$ cat src/rtl/board_stream_decoder.sv
// -----------------------------------------------------------------------------
// board_stream_decoder
//
// Purpose:
//   Decodes a terminal-style byte stream into a WIDTH x HEIGHT board of cells.
//   A frame is the cursor-home sequence ESC '[' ';' 'H' followed by one byte per
//   cell ('O' = alive, ' ' = dead), optionally broken into rows by CR/LF.
//   Anything outside a frame (banner text, trailing CR/LF) is skipped silently.
//   A malformed frame raises a one-cycle frame_error and the board keeps its
//   previous contents.
//
// Handshake:
//   A byte is consumed on a rising edge where rx_valid and rx_ready are both 1.
//   rx_valid may stay high across cycles where rx_ready is 0; the byte is simply
//   held by the producer until a cycle with rx_ready=1.
//
// Ports:
//   clk          in   single clock, rising edge
//   rst_n        in   asynchronous active-low reset
//   rx_data      in   [7:0] received byte
//   rx_valid     in   rx_data holds an unconsumed byte
//   rx_ready     out  decoder can consume a byte this cycle (registered)
//   board        out  [WIDTH*HEIGHT-1:0] last complete frame, bit r*WIDTH+c = cell (c,r)
//   board_valid  out  one-cycle pulse when board updates
//   alive_count  out  number of set bits in board
//   frame_count  out  [7:0] completed frames, wraps 255 -> 0
//   frame_error  out  one-cycle pulse on a protocol violation
//   dbg_state_o  out  [2:0] current decoder state (debug visibility)
// -----------------------------------------------------------------------------
module board_stream_decoder #(
    parameter int WIDTH  = 8,
    parameter int HEIGHT = 8,
    localparam int CELLS = WIDTH * HEIGHT,
    localparam int IDX_W = $clog2(CELLS),
    localparam int CNT_W = IDX_W + 1
) (
    input  logic             clk,
    input  logic             rst_n,
    input  logic [7:0]       rx_data,
    input  logic             rx_valid,
    output logic             rx_ready,
    output logic [CELLS-1:0] board,
    output logic             board_valid,
    output logic [CNT_W-1:0] alive_count,
    output logic [7:0]       frame_count,
    output logic             frame_error,
    output logic [2:0]       dbg_state_o
);

    localparam logic [7:0] BYTE_ESC   = 8'h1B;
    localparam logic [7:0] BYTE_LBRK  = 8'h5B;
    localparam logic [7:0] BYTE_SEMI  = 8'h3B;
    localparam logic [7:0] BYTE_H     = 8'h48;
    localparam logic [7:0] BYTE_ALIVE = 8'h4F;
    localparam logic [7:0] BYTE_DEAD  = 8'h20;
    localparam logic [7:0] BYTE_CR    = 8'h0D;
    localparam logic [7:0] BYTE_LF    = 8'h0A;

    localparam logic [IDX_W-1:0] COL_MASK  = IDX_W'(WIDTH - 1);
    localparam logic [IDX_W-1:0] LAST_CELL = IDX_W'(CELLS - 1);

    typedef enum logic [2:0] {
        HUNT = 3'd0,
        ESC1 = 3'd1,
        ESC2 = 3'd2,
        ESC3 = 3'd3,
        CELL = 3'd4,
        EMIT = 3'd5
    } state_e;

    state_e             state_q;
    logic               rx_ready_q;
    logic [CELLS-1:0]   shadow_q;
    logic [CELLS-1:0]   board_q;
    logic [IDX_W-1:0]   cell_idx_q;
    logic [CNT_W-1:0]   shadow_cnt_q;
    logic [CNT_W-1:0]   alive_q;
    logic [7:0]         frame_cnt_q;
    logic               board_valid_q;
    logic               frame_error_q;

    // Byte classification of the current input
    logic consume;
    logic is_alive;
    logic is_dead;
    logic is_cell;
    logic is_eol;
    logic at_row_start;
    logic at_last_cell;

    // Next-values used when a cell byte is written
    logic [CELLS-1:0] shadow_d;
    logic [CNT_W-1:0] shadow_cnt_d;
    logic [IDX_W-1:0] cell_idx_d;
    state_e           err_state_d;

    assign consume  = rx_valid && rx_ready_q;
    assign is_alive = (rx_data == BYTE_ALIVE);
    assign is_dead  = (rx_data == BYTE_DEAD);
    assign is_cell  = is_alive || is_dead;
    assign is_eol   = (rx_data == BYTE_CR) || (rx_data == BYTE_LF);

    // CR/LF only makes sense between rows: column 0 of a row other than the first.
    assign at_row_start = ((cell_idx_q & COL_MASK) == '0) && (cell_idx_q != '0);
    assign at_last_cell = (cell_idx_q == LAST_CELL);

    assign shadow_cnt_d = shadow_cnt_q + CNT_W'(is_alive);
    assign cell_idx_d   = cell_idx_q + IDX_W'(1);

    // An ESC that breaks a frame is itself the start of a new header.
    assign err_state_d  = (rx_data == BYTE_ESC) ? ESC1 : HUNT;

    always_comb begin
        shadow_d             = shadow_q;
        shadow_d[cell_idx_q] = is_alive;
    end

    always_ff @(posedge clk or negedge rst_n) begin
        if (!rst_n) begin
            state_q       <= HUNT;
            rx_ready_q    <= 1'b0;
            shadow_q      <= '0;
            board_q       <= '0;
            cell_idx_q    <= '0;
            shadow_cnt_q  <= '0;
            alive_q       <= '0;
            frame_cnt_q   <= '0;
            board_valid_q <= 1'b0;
            frame_error_q <= 1'b0;
        end else begin
            // Pulses last one cycle; ready is high everywhere except EMIT.
            board_valid_q <= 1'b0;
            frame_error_q <= 1'b0;
            rx_ready_q    <= 1'b1;

            case (state_q)
                HUNT: begin
                    if (consume && (rx_data == BYTE_ESC)) begin
                        state_q <= ESC1;
                    end
                end

                ESC1: begin
                    if (consume) begin
                        if (rx_data == BYTE_LBRK) begin
                            state_q <= ESC2;
                        end else begin
                            frame_error_q <= 1'b1;
                            state_q       <= err_state_d;
                        end
                    end
                end

                ESC2: begin
                    if (consume) begin
                        if (rx_data == BYTE_SEMI) begin
                            state_q <= ESC3;
                        end else begin
                            frame_error_q <= 1'b1;
                            state_q       <= err_state_d;
                        end
                    end
                end

                ESC3: begin
                    if (consume) begin
                        if (rx_data == BYTE_H) begin
                            state_q      <= CELL;
                            cell_idx_q   <= '0;
                            shadow_cnt_q <= '0;
                        end else begin
                            frame_error_q <= 1'b1;
                            state_q       <= err_state_d;
                        end
                    end
                end

                CELL: begin
                    if (consume) begin
                        if (is_cell) begin
                            shadow_q     <= shadow_d;
                            shadow_cnt_q <= shadow_cnt_d;
                            if (at_last_cell) begin
                                // Publish on this edge so board_valid is high
                                // during EMIT together with the new board.
                                board_q       <= shadow_d;
                                alive_q       <= shadow_cnt_d;
                                frame_cnt_q   <= frame_cnt_q + 8'd1;
                                board_valid_q <= 1'b1;
                                rx_ready_q    <= 1'b0;
                                state_q       <= EMIT;
                            end else begin
                                cell_idx_q <= cell_idx_d;
                            end
                        end else if (is_eol && at_row_start) begin
                            // Optional row terminator: consumed, no effect.
                        end else begin
                            frame_error_q <= 1'b1;
                            state_q       <= err_state_d;
                        end
                    end
                end

                EMIT: begin
                    state_q <= HUNT;
                end

                default: begin
                    state_q <= HUNT;
                end
            endcase
        end
    end

    assign rx_ready    = rx_ready_q;
    assign board       = board_q;
    assign board_valid = board_valid_q;
    assign alive_count = alive_q;
    assign frame_count = frame_cnt_q;
    assign frame_error = frame_error_q;
    assign dbg_state_o = state_q;

endmodule

$ cat config.mk
export PLATFORM = sky130hd
export DESIGN_NAME = board_stream_decoder
export DESIGN_NICKNAME = d
export VERILOG_FILES = /design/src/rtl/board_stream_decoder.sv
export SDC_FILE = /design/constraint.sdc
export NUM_CORES = 1
export LEC_CHECK = 0
export BUFFER_PORTS_ARGS = -buffer_cell sky130_fd_sc_hd__buf_2
export CAP_MARGIN = 20
export CORE_MARGIN = 2
export CORE_UTILIZATION = 47
export DETAILED_ROUTE_END_ITERATION = 16
export PLACE_DENSITY = 0.67
export SYNTH_ARGS = -nofsm -noshare
export SYNTH_HDL_FRONTEND = slang
export SYNTH_SLANG_ARGS = --single-unit
export TNS_END_PERCENT = 100
$ cat constraint.sdc
create_clock -name clk -period 3.9 [get_ports clk]
set_input_delay 0 -clock clk [delete_from_list [all_inputs] [get_ports clk]]
set_output_delay 0 -clock clk [all_outputs]
set_load 0.05 [all_outputs]
* Word level (Yosys, flattened, before mapping)
Cells that the tools add are included.
** Word-level totals
- Logic and storage cells :: 99
- Bits in registers :: 162
- Input port bits :: 11
- Output and inout port bits :: 85
** Cells by class
- Reduce and logical (&&, ||, !) cells :: 16
- Add/sub/neg operators :: 3
- Mux-type cells :: 45
- Equality and inequality tests :: 23
- $lt $le $gt $ge :: 2
** Operator list (count)
- 64-bit bitwise mux :: 1
- 6-bit 2-to-1 mux :: 5
- 7-bit 2-to-1 mux :: 4
- 3-bit 2-to-1 mux :: 9
- 8-bit by 7-bit == test with 1-bit output, second input constant :: 3
- 1-bit 2-to-1 mux :: 19
- 8-bit by 4-bit == test with 1-bit output, second input constant :: 2
- 8-bit by 6-bit == test with 1-bit output, second input constant :: 2
- 2-bit inequality test, second input constant :: 8
- 3-bit one-hot mux with 5 select lines :: 1
- 7-bit one-hot mux with 2 select lines :: 1
- 6-bit one-hot mux with 2 select lines :: 1
- 8-bit by 1-bit adder with 8-bit output, second input constant :: 1
- 8-bit by 5-bit == test with 1-bit output, second input constant :: 1
- 7-bit by 1-bit adder with 7-bit output :: 1
- 6-bit by 7-bit < comparator with 1-bit output, second input constant :: 1
- 7-bit AND reduction :: 1
- 6-bit by 1-bit adder with 6-bit output, second input constant :: 1
- 1-bit demux with 6-bit select :: 1
- 3-bit by 2-bit == test with 1-bit output, second input constant :: 2
- 6-bit == test, second input constant :: 1
- 6-bit by 1-bit greater-or-equal comparator with 1-bit output, second input constant :: 1
- 6-bit logical NOT :: 1
- 3-bit inequality test, second input constant :: 2
- 13 further kinds :: 19

* Logic depth before layout (Yosys ltp)
- Depth in word-level cells :: 7
- Depth in mapped cells :: 10
- Mapped depth without buffers :: 8

* Worst setup path after synthesis
OpenSTA, ideal clock, no wires.
- Path kind :: flip-flop to flip-flop
- From :: register state_q[2], in the netlist dbg_state_o[2]
- To :: register shadow_q[52]
- Required time :: 3.773 ns
- Buffers on the path :: 2
- Library setup time :: 0.127 ns
- Cell stages (with the launch flop) :: 8
- Data arrival time :: 2.303 ns
- Slack :: 1.470 ns
- Clock period less this slack :: 2.430 ns
- Path through :: dfrtp_1 > clkbuf_1 > nor3b_1 > nand2_1 > buf_2 > nor3_2 > nand2_1 > mux2_1
** Between the ends
- Cells in the longest elaborated chain, start to end :: 2
** RTL lines
- from (decl) :: line 71 : state_e state_q;
- from (signal assigned) :: line 149 : state_q <= err_state_d;
- from (signal assigned) :: line 160 : state_q <= err_state_d;
- from (signal assigned) :: line 173 : state_q <= err_state_d;
- 3-bit == test :: line 136 : case (state_q)
- 3-bit AND reduction (no source line)
- to (signal assigned) :: line 181 : shadow_q <= shadow_d;
- to (decl) :: line 73 : logic [CELLS-1:0] shadow_q;
No other way between the ends.
A chain may end at the register's enable or synchronous reset.

* Final worst setup path
- From :: register cell_idx_q[3]
- To :: register board_q[27], in the netlist board[27]
** Between the ends
- Cells in the longest elaborated chain, start to end :: 5
- Elaborated cells on any way between the ends :: 8
- Classes of those cells :: order compare (2); eq/ne (1); mux (3); reduce/logical (2)
** RTL lines
- from (decl) :: line 75 : logic [IDX_W-1:0] cell_idx_q;
- from (signal assigned) :: line 193 : cell_idx_q <= cell_idx_d;
- 6-bit by 7-bit < comparator with 1-bit output (implied by the code) / 6-bit by 1-bit greater-or-equal comparator with 1-bit output (equally long branches) :: line 115 : shadow_d[cell_idx_q] = is_alive;
- 1-bit logical AND (implied by the code) :: line 115
- 1-bit 2-to-1 mux (implied by the code) :: line 115
- 1-bit demux with 6-bit select :: line 115
- 64-bit bitwise mux :: line 115
- to (signal assigned) :: line 186 : board_q <= shadow_d;
- to (decl) :: line 74 : logic [CELLS-1:0] board_q;
Several ways; a longest one is shown, not always the timed one.

==> run summary <==
The routed design could run at a clock period as short as 2663 ps. The via density per instance is between 5 and 6. Counting flops with a built-in enable in the synthesized netlist gives 0. After clock tree synthesis, the clock-pin slew on the worst setup and hold paths is 60 ps. The classification of the worst-slack hold path is input pin to register. The library cell contributing the largest single delay on the critical path is sky130_fd_sc_hd__dfrtp_1. The share of flip-flops with an asynchronous set or reset after synthesis came out at between 90% and 100%. The number of vias after detailed routing is between 5000 and 6000.

The worst slack at placement is about 1300 ps. The final layout net count came out at 875. The clock sink count is 162. The layer with the highest usage after global routing is met1. The number of top-level design ports is 96. The number of buffers added to fix hold violations after cts is 4.

The largest clock skew in the final design came out at 14.19 ps. Counting stages on the worst path, the most repeated cell is sky130_fd_sc_hd__nor2_1. The number of global-route vias before repair came out at approximately 5500. The leakage power came out at ~4.6 nW.

The global-route met1 utilization came out at around 31%. The wire length after detailed routing is 17.81 mm. The root cell of the clock tree is sky130_fd_sc_hd__clkbuf_16. The insertion delay of the later-clocked pin in the worst-skew pair is between 400 and 500 ps. The critical path is of the register to register type. For this run, the leading register cell type out of synthesis is sky130_fd_sc_hd__dfrtp_1. Summed over all layers, the global routing overflow is 0. The final weighted congestion of routability-driven global placement is around 0.83. The die boundary width is approximately 130 um.

The global routing usage on met3 is under 10%. Setup repair after global routing left no endpoint under its margin. The total count of max-transition violations in the final report is 0.

Once detail routing completed, the nets flagged for antenna violations numbered 0. The areal power density over the cells came out at around 360 mW/mm2. The repair_antennas step left the layout with diodes totalling 0. The number of max-cap violations came out at 0. Counting every instance in the synthesized netlist gives 779. TritonCTS built the clock tree. The warning count from the yosys run is 0. The number of antenna violations at the first check in global routing came out at 0. The measured slew at the worst slew-check pin is 1105 ps. Once detailed placement completed, the half-perimeter wirelength came to about 12 mm. The met2 demand-to-capacity share in global routing came out at between 30 and 40%. The flow ran to the end, and the final reports show no timing, DRC or antenna violations. The final critical path takes up roughly two thirds of the cycle. In the final timing run, aggregate negative setup slack is 0 ps. The pin count of the biggest net entering global routing came out at between 100 and 150. The detailed-route DRC error count is 0. The die is roughly 130 um tall. The first global-routing pass estimated about 29 mm of wire. The detailed router finished its first iteration with between 300 and 400 violations. On the worst path, the slowest cell contributes a delay of about 540 ps. The per-instance average area after synthesis came out at about 10 um2. The combined area of all synthesized cells is between 0.007 and 0.008 mm2. The site row count came out at between 40 and 50.

The buffer levels on the longest clock path came out at 2. STA classifies the critical path startpoint as a register. The setup violation total in the final timing report is 0.

The clock buffer count from CTS is 17. The initial standard-cell utilization of the core came out at about 48%. The achievable clock frequency came out at about 380 MHz. Of all nets on the critical path, the largest fanout is 63. Port buffering added 95 buffers. The share of post-route cells with drive strength above 1 is 21.22%.

The full die area is between 0.015 and 0.02 mm2. The count of final hold-check violations was 0. STA classifies the critical path endpoint as a register. Once the clock tree was built, the setup fixing pass inserted 0 buffers. The largest vdd supply drop is 0.3557 mV. The share of the Yosys chip area taken by registers is 51.35%. The post-route worst setup slack came out at 1237 ps. Measured against its own limit, the worst slew margin works out to between 20% and 30%.

The post-synthesis net count is between 700 and 800. The detailed-routing iteration count for the pre-antenna-repair pass is 5. The global routing usage summed across all routing layers is 20.87%. The register bit count reported by yosys came out at between 150 and 200.

The critical path data required time is 4260 ps. The netlist uses 55 different library cells. Walking the worst path, the cells encountered are nand3_1 -> nor2_1 -> nand2_1 -> inv_4 -> buf_4 -> nor2_1 -> a21oi_1.

The H-tree was split into 4 levels. The arrival time at the worst endpoint came out at 3020 ps. The wire length per cell after detailed routing is between 15 and 20 um.

The number of cells upsized or downsized after cts is 0. The area growth from synthesis to layout is 16.47%. The overall power consumption is approximately 3.3 mW. The core outline area came out at 0.01652 mm2.
worst max-delay path, delay by kind of cell (launching register included):
kind	cells	cell delay [ps]
flip-flops	1	540
AO/OA/AOI/OAI	1	110
buffers and inverters	2	860
AND/OR/NAND/NOR	4	1060
area by class of cell:
cell class	instances	area (um2)
clock buffers	20	456.7
clock inverters	12	108.9
fillers	1441	7330
inverters	5	21.27
multi-input cells	558	3592
flip-flops and latches	162	4054
well taps	220	275.3
repair buffers	115	686.9
registers in the layout (all words and copies together), names as in the netlist:
name,count
board,64
shadow_q,64
frame_count,8
alive_count,7
shadow_cnt_q,7
cell_idx_q,6
dbg_state_o,3
board_valid,1
frame_error,1
rx_ready,1
worst paths after layout:
kind / from / to / slack [ps] / cells past startpoint
max: cell_idx_q[3] / board[27] / 1240 / 7
min reg2reg: frame_count[7] / frame_count[7] / 470 / 1
max in group asynchronous: rst_n / shadow_q[43] / 2840 / 3
min in group asynchronous: rst_n / shadow_cnt_q[5] / 180 / 2
max reg2reg: cell_idx_q[3] / board[27] / 1240 / 7
min: rx_data[6] / dbg_state_o[0] / 30 / 4
metrics by stage:
stage                     std cells  area, um2  utilization (%)  hold WS, ps
after floorplan                 779       7895                -       -295.6
after global placement         1055       8562            51.81        106.2
after detailed placement       1055       8562            51.81        93.40
after CTS                      1091       9168            55.48        28.30
after global routing           1092       9195            55.64        83.41
final                          1092       9195            55.64        27.80
kinds of logic after synthesis:
family / share of synthesized area, %
flops: 51.35
fa+ha+maj: 0.7924
mux: 17.35
simple gates: 17.65
buf+inv: 3.249
xor+xnor: 1.220
compound gates: 8.384
Yosys cell counts (5+ instances only):
master	n	share of area, %
sky130_fd_sc_hd__nor2_1	104	4.9
sky130_fd_sc_hd__mux2_2	29	4.1
sky130_fd_sc_hd__o21ai_0	22	1.4
sky130_fd_sc_hd__mux2i_1	57	7.2
sky130_fd_sc_hd__ha_1	5	0.79
sky130_fd_sc_hd__nor3_1	8	0.51
sky130_fd_sc_hd__clkbuf_1	32	1.5
sky130_fd_sc_hd__xnor2_1	10	1.1
sky130_fd_sc_hd__buf_2	16	1.0
sky130_fd_sc_hd__mux2_1	42	6.0
sky130_fd_sc_hd__dfrtp_1	162	51
sky130_fd_sc_hd__a31oi_1	10	0.79
sky130_fd_sc_hd__a21oi_1	66	4.2
sky130_fd_sc_hd__nand2_1	119	5.7
sky130_fd_sc_hd__nor3b_1	6	0.57
sky130_fd_sc_hd__nand3_1	22	1.4
metal layers:
layer,up-vias,wire [um],part of all wire (%)
met2,139,7853,44
met4,0,234,1.3
met1,2837,8870,50
met3,18,855,4.8
li1,2859,-,-
met5,-,0,0
power breakdown:
part	switching, mW	total, mW	internal [mW]
Clock	0.686	1.60	0.911
Combinational	0.0463	0.0601	0.0138
Sequential	0.000184	1.68	1.68
cell usage in the layout, fill, tap and decap left out, types with 4 or more instances in the layout:
master | Yosys | layout
sky130_fd_sc_hd__a22o_1 | 4 | 4
sky130_fd_sc_hd__nor3b_4 | 4 | 4
sky130_fd_sc_hd__xnor2_1 | 10 | 10
sky130_fd_sc_hd__and3_1 | 4 | 4
sky130_fd_sc_hd__buf_4 | 2 | 13
sky130_fd_sc_hd__clkbuf_16 | 0 | 17
sky130_fd_sc_hd__nor2_1 | 104 | 103
sky130_fd_sc_hd__dlygate4sd3_1 | 0 | 4
sky130_fd_sc_hd__mux2_1 | 42 | 42
sky130_fd_sc_hd__a31oi_1 | 10 | 10
sky130_fd_sc_hd__buf_2 | 16 | 94
sky130_fd_sc_hd__a21oi_1 | 66 | 66
sky130_fd_sc_hd__nor3_1 | 8 | 8
sky130_fd_sc_hd__nor3b_1 | 6 | 6
sky130_fd_sc_hd__nand2_1 | 119 | 119
sky130_fd_sc_hd__o21ai_0 | 22 | 22
sky130_fd_sc_hd__mux2i_1 | 57 | 57
sky130_fd_sc_hd__ha_1 | 5 | 5
sky130_fd_sc_hd__inv_1 | 4 | 4
sky130_fd_sc_hd__clkinvlp_4 | 0 | 5
sky130_fd_sc_hd__dfrtp_1 | 162 | 162
sky130_fd_sc_hd__mux2_2 | 29 | 29
sky130_fd_sc_hd__nand3_1 | 22 | 22
Note: power is estimated with default switching activity, not from simulation.
